<file path="config.mk">
export PLATFORM = sky130hd
export DESIGN_NAME = op_batch_feeder
export DESIGN_NICKNAME = d
export VERILOG_FILES = /design/src/rtl/op_batch_feeder.sv
export SDC_FILE = /design/constraint.sdc
export NUM_CORES = 1
export LEC_CHECK = 0
export CAP_MARGIN = 20
export CELL_PAD_IN_SITES_DETAIL_PLACEMENT = 1
export CELL_PAD_IN_SITES_GLOBAL_PLACEMENT = 1
export CORE_MARGIN = 2
export CORE_UTILIZATION = 45
export CTS_BUF_LIST = sky130_fd_sc_hd__clkbuf_4 sky130_fd_sc_hd__clkbuf_8
export CTS_CLUSTER_DIAMETER = 60
export DETAILED_ROUTE_END_ITERATION = 8
export PLACE_DENSITY_LB_ADDON = 0.08
export SYNTH_ARGS = -nofsm -noshare
export SYNTH_HDL_FRONTEND = slang
export SYNTH_SLANG_ARGS = --single-unit
</file>
<file path="constraint.sdc">
create_clock -name clk -period 5 [get_ports clk]
set_clock_uncertainty 0.05 [all_clocks]
set_input_delay 0.5 -clock clk [delete_from_list [all_inputs] [get_ports clk]]
set_output_delay 0.5 -clock clk [all_outputs]
set_load 0.01 [all_outputs]
</file>
<file path="src/rtl/op_batch_feeder.sv">
// Buffers host ALU operations in a FIFO and, on launch, streams a snapshot-sized
// batch to the downstream stage, then waits for its completion flag and result.
module op_batch_feeder #(
  parameter int DEPTH = 16
) (
  input  logic                     clk,
  input  logic                     rst,
  input  logic                     in_valid,
  output logic                     in_ready,
  input  logic [7:0]               in_A,
  input  logic [7:0]               in_B,
  input  logic [3:0]               in_instr,
  input  logic                     launch,
  output logic [$clog2(DEPTH):0]   fill_level,
  output logic                     busy,
  output logic                     start,
  output logic                     valid,
  output logic [7:0]               data_A,
  output logic [7:0]               data_B,
  output logic [3:0]               instruction,
  output logic [7:0]               count,
  input  logic                     finish_in,
  input  logic [7:0]               third_in,
  output logic [7:0]               result,
  output logic                     done
);
  localparam int AW = $clog2(DEPTH);
  localparam logic [AW:0] FULL = (AW+1)'(DEPTH);

  typedef enum logic [1:0] {IDLE, START, STREAM, WAIT_FIN} state_t;

  state_t          state_q;
  logic [AW:0]     left_q;
  logic            start_q, valid_q, done_q;
  logic [19:0]     data_q;
  logic [7:0]      count_q, result_q;

  logic [19:0]     mem [DEPTH];
  logic [AW-1:0]   wr_ptr_q, wr_ptr_d, rd_ptr_q, rd_ptr_d;
  logic [AW:0]     fill_q, fill_d;
  logic            push, pop;
  logic [19:0]     rd_word;

  assign in_ready = (fill_q != FULL);
  assign push     = in_valid && in_ready;
  // Pops are driven only by the batch countdown, so late pushes never join it.
  assign pop      = ((state_q == START) || (state_q == STREAM)) && (left_q != '0);
  assign rd_word  = mem[rd_ptr_q];

  always_comb begin
    wr_ptr_d = wr_ptr_q + AW'(push);
    rd_ptr_d = rd_ptr_q + AW'(pop);
    fill_d   = fill_q;
    case ({push, pop})
      2'b10:   fill_d = fill_q + 1'b1;
      2'b01:   fill_d = fill_q - 1'b1;
      default: fill_d = fill_q;
    endcase
  end

  always_ff @(posedge clk or posedge rst) begin
    if (rst) begin
      wr_ptr_q <= '0;
      rd_ptr_q <= '0;
      fill_q   <= '0;
    end else begin
      wr_ptr_q <= wr_ptr_d;
      rd_ptr_q <= rd_ptr_d;
      fill_q   <= fill_d;
    end
  end

  always_ff @(posedge clk) begin
    if (push) mem[wr_ptr_q] <= {in_A, in_B, in_instr};
  end

  always_ff @(posedge clk or posedge rst) begin
    if (rst) begin
      state_q  <= IDLE;
      left_q   <= '0;
      start_q  <= 1'b0;
      valid_q  <= 1'b0;
      done_q   <= 1'b0;
      data_q   <= '0;
      count_q  <= '0;
      result_q <= '0;
    end else begin
      start_q <= 1'b0;
      done_q  <= 1'b0;
      case (state_q)
        IDLE: begin
          if (launch && (fill_q != '0)) begin
            state_q <= START;
            start_q <= 1'b1;
            count_q <= 8'(fill_q);
            left_q  <= fill_q;
          end
        end
        START, STREAM: begin
          if (pop) begin
            state_q <= STREAM;
            valid_q <= 1'b1;
            data_q  <= rd_word;
            left_q  <= left_q - 1'b1;
          end else begin
            state_q <= WAIT_FIN;
            valid_q <= 1'b0;
            data_q  <= '0;
          end
        end
        WAIT_FIN: begin
          if (finish_in) begin
            state_q  <= IDLE;
            result_q <= third_in;
            done_q   <= 1'b1;
            count_q  <= '0;
          end
        end
        default: state_q <= IDLE;
      endcase
    end
  end

  assign fill_level  = fill_q;
  assign busy        = (state_q != IDLE);
  assign start       = start_q;
  assign valid       = valid_q;
  assign data_A      = data_q[19:12];
  assign data_B      = data_q[11:4];
  assign instruction = data_q[3:0];
  assign count       = count_q;
  assign result      = result_q;
  assign done        = done_q;
endmodule
</file>
* Yosys cells after proc, flatten, opt, wreduce, memory -nomap -nowiden
Memories as Yosys holds them, arrays and structs flattened.
Index checks and enable logic that the tools add are counted.
** Word-level totals
- Register bits after elaboration :: 59
- Latch bits :: 0
- Memory bits (writable) :: 320
- ROM bits :: 0
- Bits of input ports :: 33
- Output and inout bits :: 46
- Logic and storage cells :: 61
- Memories :: 1
** Memories
- mem :: depth 16, bits a word 20, rd ports 1, clocked after memory_dff 0, write ports 1, RTL line 38 : logic [19:0] mem [DEPTH];
** Cells by class
- $add $sub $neg :: 5
- Multipliers :: 0
- Divide/modulo/power cells :: 0
- $lt $le $gt $ge :: 0
- Eq/ne operators :: 9
- Shift operators :: 0
- Multiplexer cells :: 19
- Bitwise logic cells :: 0
- Reductions and logical operators :: 16
** Operators with widths (number)
- two-way mux 20 bit :: 1
- case mux 5 bit (2 select lines) :: 2
- two-way mux 8 bit :: 2
- case mux 8 bit (2 select lines) :: 1
- two-way mux 5 bit :: 2
- nonzero test 5 bit :: 2
- subtractor 5 x 1 -> 5 bit (second input constant) :: 2
- adder 4 x 1 -> 4 bit :: 2
- two-way mux 1 bit :: 8
- nonzero test 2 bit :: 4
- == test 2 bit (second input constant) :: 3
- != test 2 bit (second input constant) :: 3
- case mux 2 bit (3 select lines) :: 1
- AND reduction 3 bit :: 2
- adder 5 x 1 -> 5 bit (second input constant) :: 1
- != test 5 bit (second input constant) :: 1
- == test 2 x 1 -> 1 bit (second input constant) :: 2
- two-way mux 2 bit :: 2
- AND reduction 2 bit :: 2
- logical AND 1 bit :: 3
- logical NOT 2 bit :: 1
- OR reduction 2 bit :: 1
- logical OR 1 bit :: 1

* Longest topological paths before layout
- Depth after elaboration :: 5
- Gate-level depth with buffers :: 14
- Gate-level depth less buffers :: 11

* Worst setup path before layout
No wires, ideal clock.
- Path kind :: register -> register
- Start :: register fill_q[1] (netlist: fill_level[1])
- End :: memory mem[0][0], enable pin
- Setup time :: 0.422 ns
- Arrival time :: 2.894 ns
- Required time :: 4.528 ns
- Path slack :: 1.634 ns
- Cell stages (with the launch flop) :: 8
- Path buffers :: 1
- Clock period less this slack :: 3.366 ns
- Path through :: dfrtp_1 buf_2 nor4_2 nand2_1 nand2_1 inv_1 or3b_2 nor3_1
** Between the ends
- Longest elaborated chain between the ends :: 4
** Ends and longest elaborated chain
- start, declared :: RTL line 40 : logic [AW:0] fill_q, fill_d;
- start signal, assigned :: RTL line 69 : fill_q <= fill_d;
- != test 5 bit :: RTL line 44 : assign in_ready = (fill_q != FULL);
- via in_ready :: RTL line 9 : output logic in_ready,
- logical AND 1 bit :: RTL line 45 : assign push = in_valid && in_ready;
- two-way mux 1 bit :: RTL line 74 : if (push) mem[wr_ptr_q] <= {in_A, in_B, in_instr};
- two-way mux 1 bit (not written as such) :: RTL line 74
- end, declared :: RTL line 38
The timed path passes the listed nets, and every way through them passes these cells.

* Final worst setup path
- Start :: register left_q[0]
- End :: register fill_q[4] (netlist: fill_level[4])
** Between the ends
- Longest elaborated chain between the ends :: 4
- Elaborated cells between the ends (all ways) :: 6
- Classes of those cells :: eq/ne: 2; mux: 1; reduce/logical: 3
** Ends and longest elaborated chain
- start, declared :: RTL line 33 : logic [AW:0] left_q;
- start signal, assigned :: RTL line 96 : left_q <= fill_q;
- start signal, assigned :: RTL line 104 : left_q <= left_q - 1'b1;
- nonzero test 5 bit (*) :: RTL line 47 : assign pop = ((state_q == START) || (state_q == STREAM)) && (left_q != '0);
- logical AND 1 bit (*) :: RTL line 47
- via pop :: RTL line 41 : logic push, pop;
- == test 2 x 1 -> 1 bit / == test 2 bit (equally long branches) :: RTL line 54 : case ({push, pop})
- case mux 5 bit (2 select lines) / nonzero test 2 bit (equally long branches)
The timed path passes the listed nets; every way through them passes the cells marked *.
A chain may end at the register's enable or synchronous reset.

==> summary.txt <==
Outcome
  – Status: complete, no violations

Yosys
  – Ys async rst share: 0.149
  – Syn_area_per_cell: 18.5 um^2
  – Register area share after synthesis: 0.734
  – Top_reg_cell synth: edfxtp_1
  – Synthesis-stage register bit count: 376
  – Library cells used by synthesis: 52
  – Post-synth EDFFs: 320
  – Synthesized area: 15000 um^2
  – YS warnings: 0
  – Post-Syn Instances: 810

CTS
  – Cts bufs inserted: 61
  – Clock Tree Root: clkbuf_8
  – CTS tree: yes
  – # hold bufs at CTS: 0
  – Clk Latency, worst-skew pair: 600 ps
  – # clock sinks: 376
  – H-tree levels: 2
  – Post-CTS Setup Repair Bufs: 0
  – CTS-repair resized insts: 0
  – Max clock buf depth: 3
  – Worst-path clk slew: 60 ps

Placed design
  – Final HPWL DP: 21800 um
  – IO buf count: 75
  – Routability congestion estimate: 0.790
  – Setup WS pre-CTS: 1710 ps

Run
  – Max Cap Violations: 0

Floorplan
  – Initial Utilization: 0.459
  – DIE AREA: 34800 um^2
  – Row count: 66
  – Die width: 187 um
  – Total core area: 32700 um^2
  – I/O Pins: 79
  – Die Ht: 187 um

Power and ir drop
  – Clock group share of total power: 0.250
  – Combinational share of power: 0.347
  – Internal power: 7.16 mW
  – Switching share of power: 0.341
  – Lkg Pwr: 6.15 nW
  – Sequential power share: 0.403
  – Net Sw Power: 3.70 mW
  – PD cells: 613 nW/um^2
  – Max VDD drop: 0.291 mV

Critical path
  – Worst Path Class, Setup: flip-flop to flip-flop
  – Crit path DAT: 3750 ps
  – Crit. End Element: flip-flop
  – Max FO, Critical Path: 9
  – Critical path launch point type: flip-flop
  – WP data required: 5420 ps

STA
  – RSZ-0062 raised after global routing: false
  – Final period util: 0.664
  – Fmax achieved: 301 MHz
  – Least-Margin Pin Slew: 1010 ps
  – Final setup viols: 0
  – Final max-slew violation count: 0
  – Slew HR: 0.326
  – Final Hold Fails: 0
  – Fin Setup TNS: 0 ps
  – Setup WS post-layout: 1680 ps
  – Minimum clock period: 3320 ps

Cells and area
  – Area growth, synth to finish: 18.1%
  – NumNets Final: 982
  – N_diodes: 0
  – Most common cell after layout, fill and taps aside: edfxtp_1
  – Layout cells sized above 1: 0.245
  – Filler cell count in the final layout: 2979
  – Commonest cells after routing, fill and taps aside: edfxtp_1 (320), clkdlybuf4s50_1 (75), clkbuf_8 (68), mux2i_1 (60)

Detailed routing
  – Iteration-0 DRC count of the detailed router: 557
  – WL final: 36300 um
  – # DRC: 0
  – Via density: 5.67
  – Routed length per placed instance: 25.4 um
  – Total number of vias: 8105
  – Antenna-violating nets left: 0
  – TritonRoute pass-1 iters: 6

Min path
  – Hold Crit Class: input port to async pin

Global routing
  – Number of global-route vias before repair: 8870
  – First-pass GRT wire length: 55300 um
  – Pin count of the biggest net entering global routing: 55
  – Initial antenna violation count: 0
  – Overflow after GRT: 0
  – Gr usage total: 0.211
==> final cells by class <==
cell class | instances | area, um^2 | share of cell area
clock inverter | 23 | 168 | 0.00947
timing repair buffer | 109 | 1080 | 0.0612
inverter | 15 | 56.3 | 0.00318
sequential | 376 | 11000 | 0.622
clock buffer | 90 | 1100 | 0.0622
multi-input combinational | 375 | 3740 | 0.211
tap | 442 | 553 | 0.0312
==> routing by layer <==
metal  routed length, um  global-route usage  part of all wire  vias up
met5                   0                   0                 0        -
met4                 745              0.0665             0.021        0
met3                1700              0.0314             0.047       60
met2               18100               0.356              0.50      237
met1               15800               0.285              0.43     4273
li1                    -                   -                 -     3535
==> synth_stat cells (all sizes together), types with 3 or more instances <==
cell,instances,area (um^2)
nand3b,3,22.5
dfrtp,56,1400
a211oi,14,110
edfxtp,320,9610
mux4,54,1220
xnor2,4,35.0
nor2b,27,169
clkbuf,21,78.8
a21oi,6,30.0
buf,25,179
inv,15,56.3
o21ai,25,125
nor2,18,67.6
nor4,3,31.3
mux2,15,169
a221oi,6,52.6
xor2,6,52.6
mux2i,60,601
nand3,7,35.0
ha,11,138
a2111oi,13,170
nor3,20,100
nand2b,4,25.0
a21o,13,97.6
nand2,12,45.0
o22ai,29,181
==> critical path: stages, from the launching register on <==
cell	delay, ps
dfrtp_1	420
inv_1	130
ha_1	200
nor4b_4	460
nor2_1	230
ha_1	380
xor2_1	190
ha_1	250
or3b_2	450
a21oi_1	180
o21ai_0	130
xnor2_1	140
==> through the flow <==
step / utilization / instances / area [um^2] / power [mW] / hold WS [ps]
4_1_cts: 0.539 / 1426 / 17600 / 11.0 / 310
6_report: 0.542 / 1430 / 17700 / 10.9 / 319
3_3_place_gp: 0.499 / 1310 / 16300 / 8.02 / 425
3_5_place_dp: 0.501 / 1313 / 16400 / 8.20 / 425
5_1_grt: 0.542 / 1430 / 17700 / 11.4 / 338
2_1_floorplan: - / 812 / 15000 / 6.81 / 451
==> state kept, by name (all words and copies together) (netlist names) <==
name / count
rd_ptr_q: 4
count: 5
fill_level: 5
wr_ptr_q: 4
valid: 1
done: 1
data_q: 20
left_q: 5
mem: 320
state_q: 2
result: 8
start: 1
==> kinds of logic (layout without fill, tap and decap cells) <==
| group | Yosys count | in the layout | share of synthesized area |
|---|---|---|---|
| simple gates | 103 | 103 | 0.0390 |
| other cells | 1 | 3 | 0.000250 |
| buf+inv | 61 | 237 | 0.0209 |
| mux | 129 | 129 | 0.132 |
| flops | 376 | 376 | 0.734 |
| fa+ha+maj | 11 | 11 | 0.00917 |
| compound gates | 119 | 119 | 0.0585 |
| xor+xnor | 10 | 10 | 0.00584 |
==> final timing paths <==
check / start / to / slack [ps] / cells after the start
max: left_q[0] / fill_level[4] / 1680 / 11
min: rst / data_q[12] / 320 / 2
max reg2reg: left_q[0] / fill_level[4] / 1680 / 11
min reg2reg: valid / valid / 440 / 1
max in group asynchronous: rst / rd_ptr_q[0] / 3610 / 3
min in group clk: valid / valid / 440 / 1
==> power groups by stage <==
stage               registers, mW  logic, mW  clock network [mW]
global placement             4.51       3.51                   0
CTS                          4.50       3.67                2.78
global route                 4.44       4.08                2.92
finish                       4.38       3.76                2.72
detailed placement           4.56       3.64                   0
floorplan                    4.26       2.56                   0
Power figures use the tool's default switching activity.
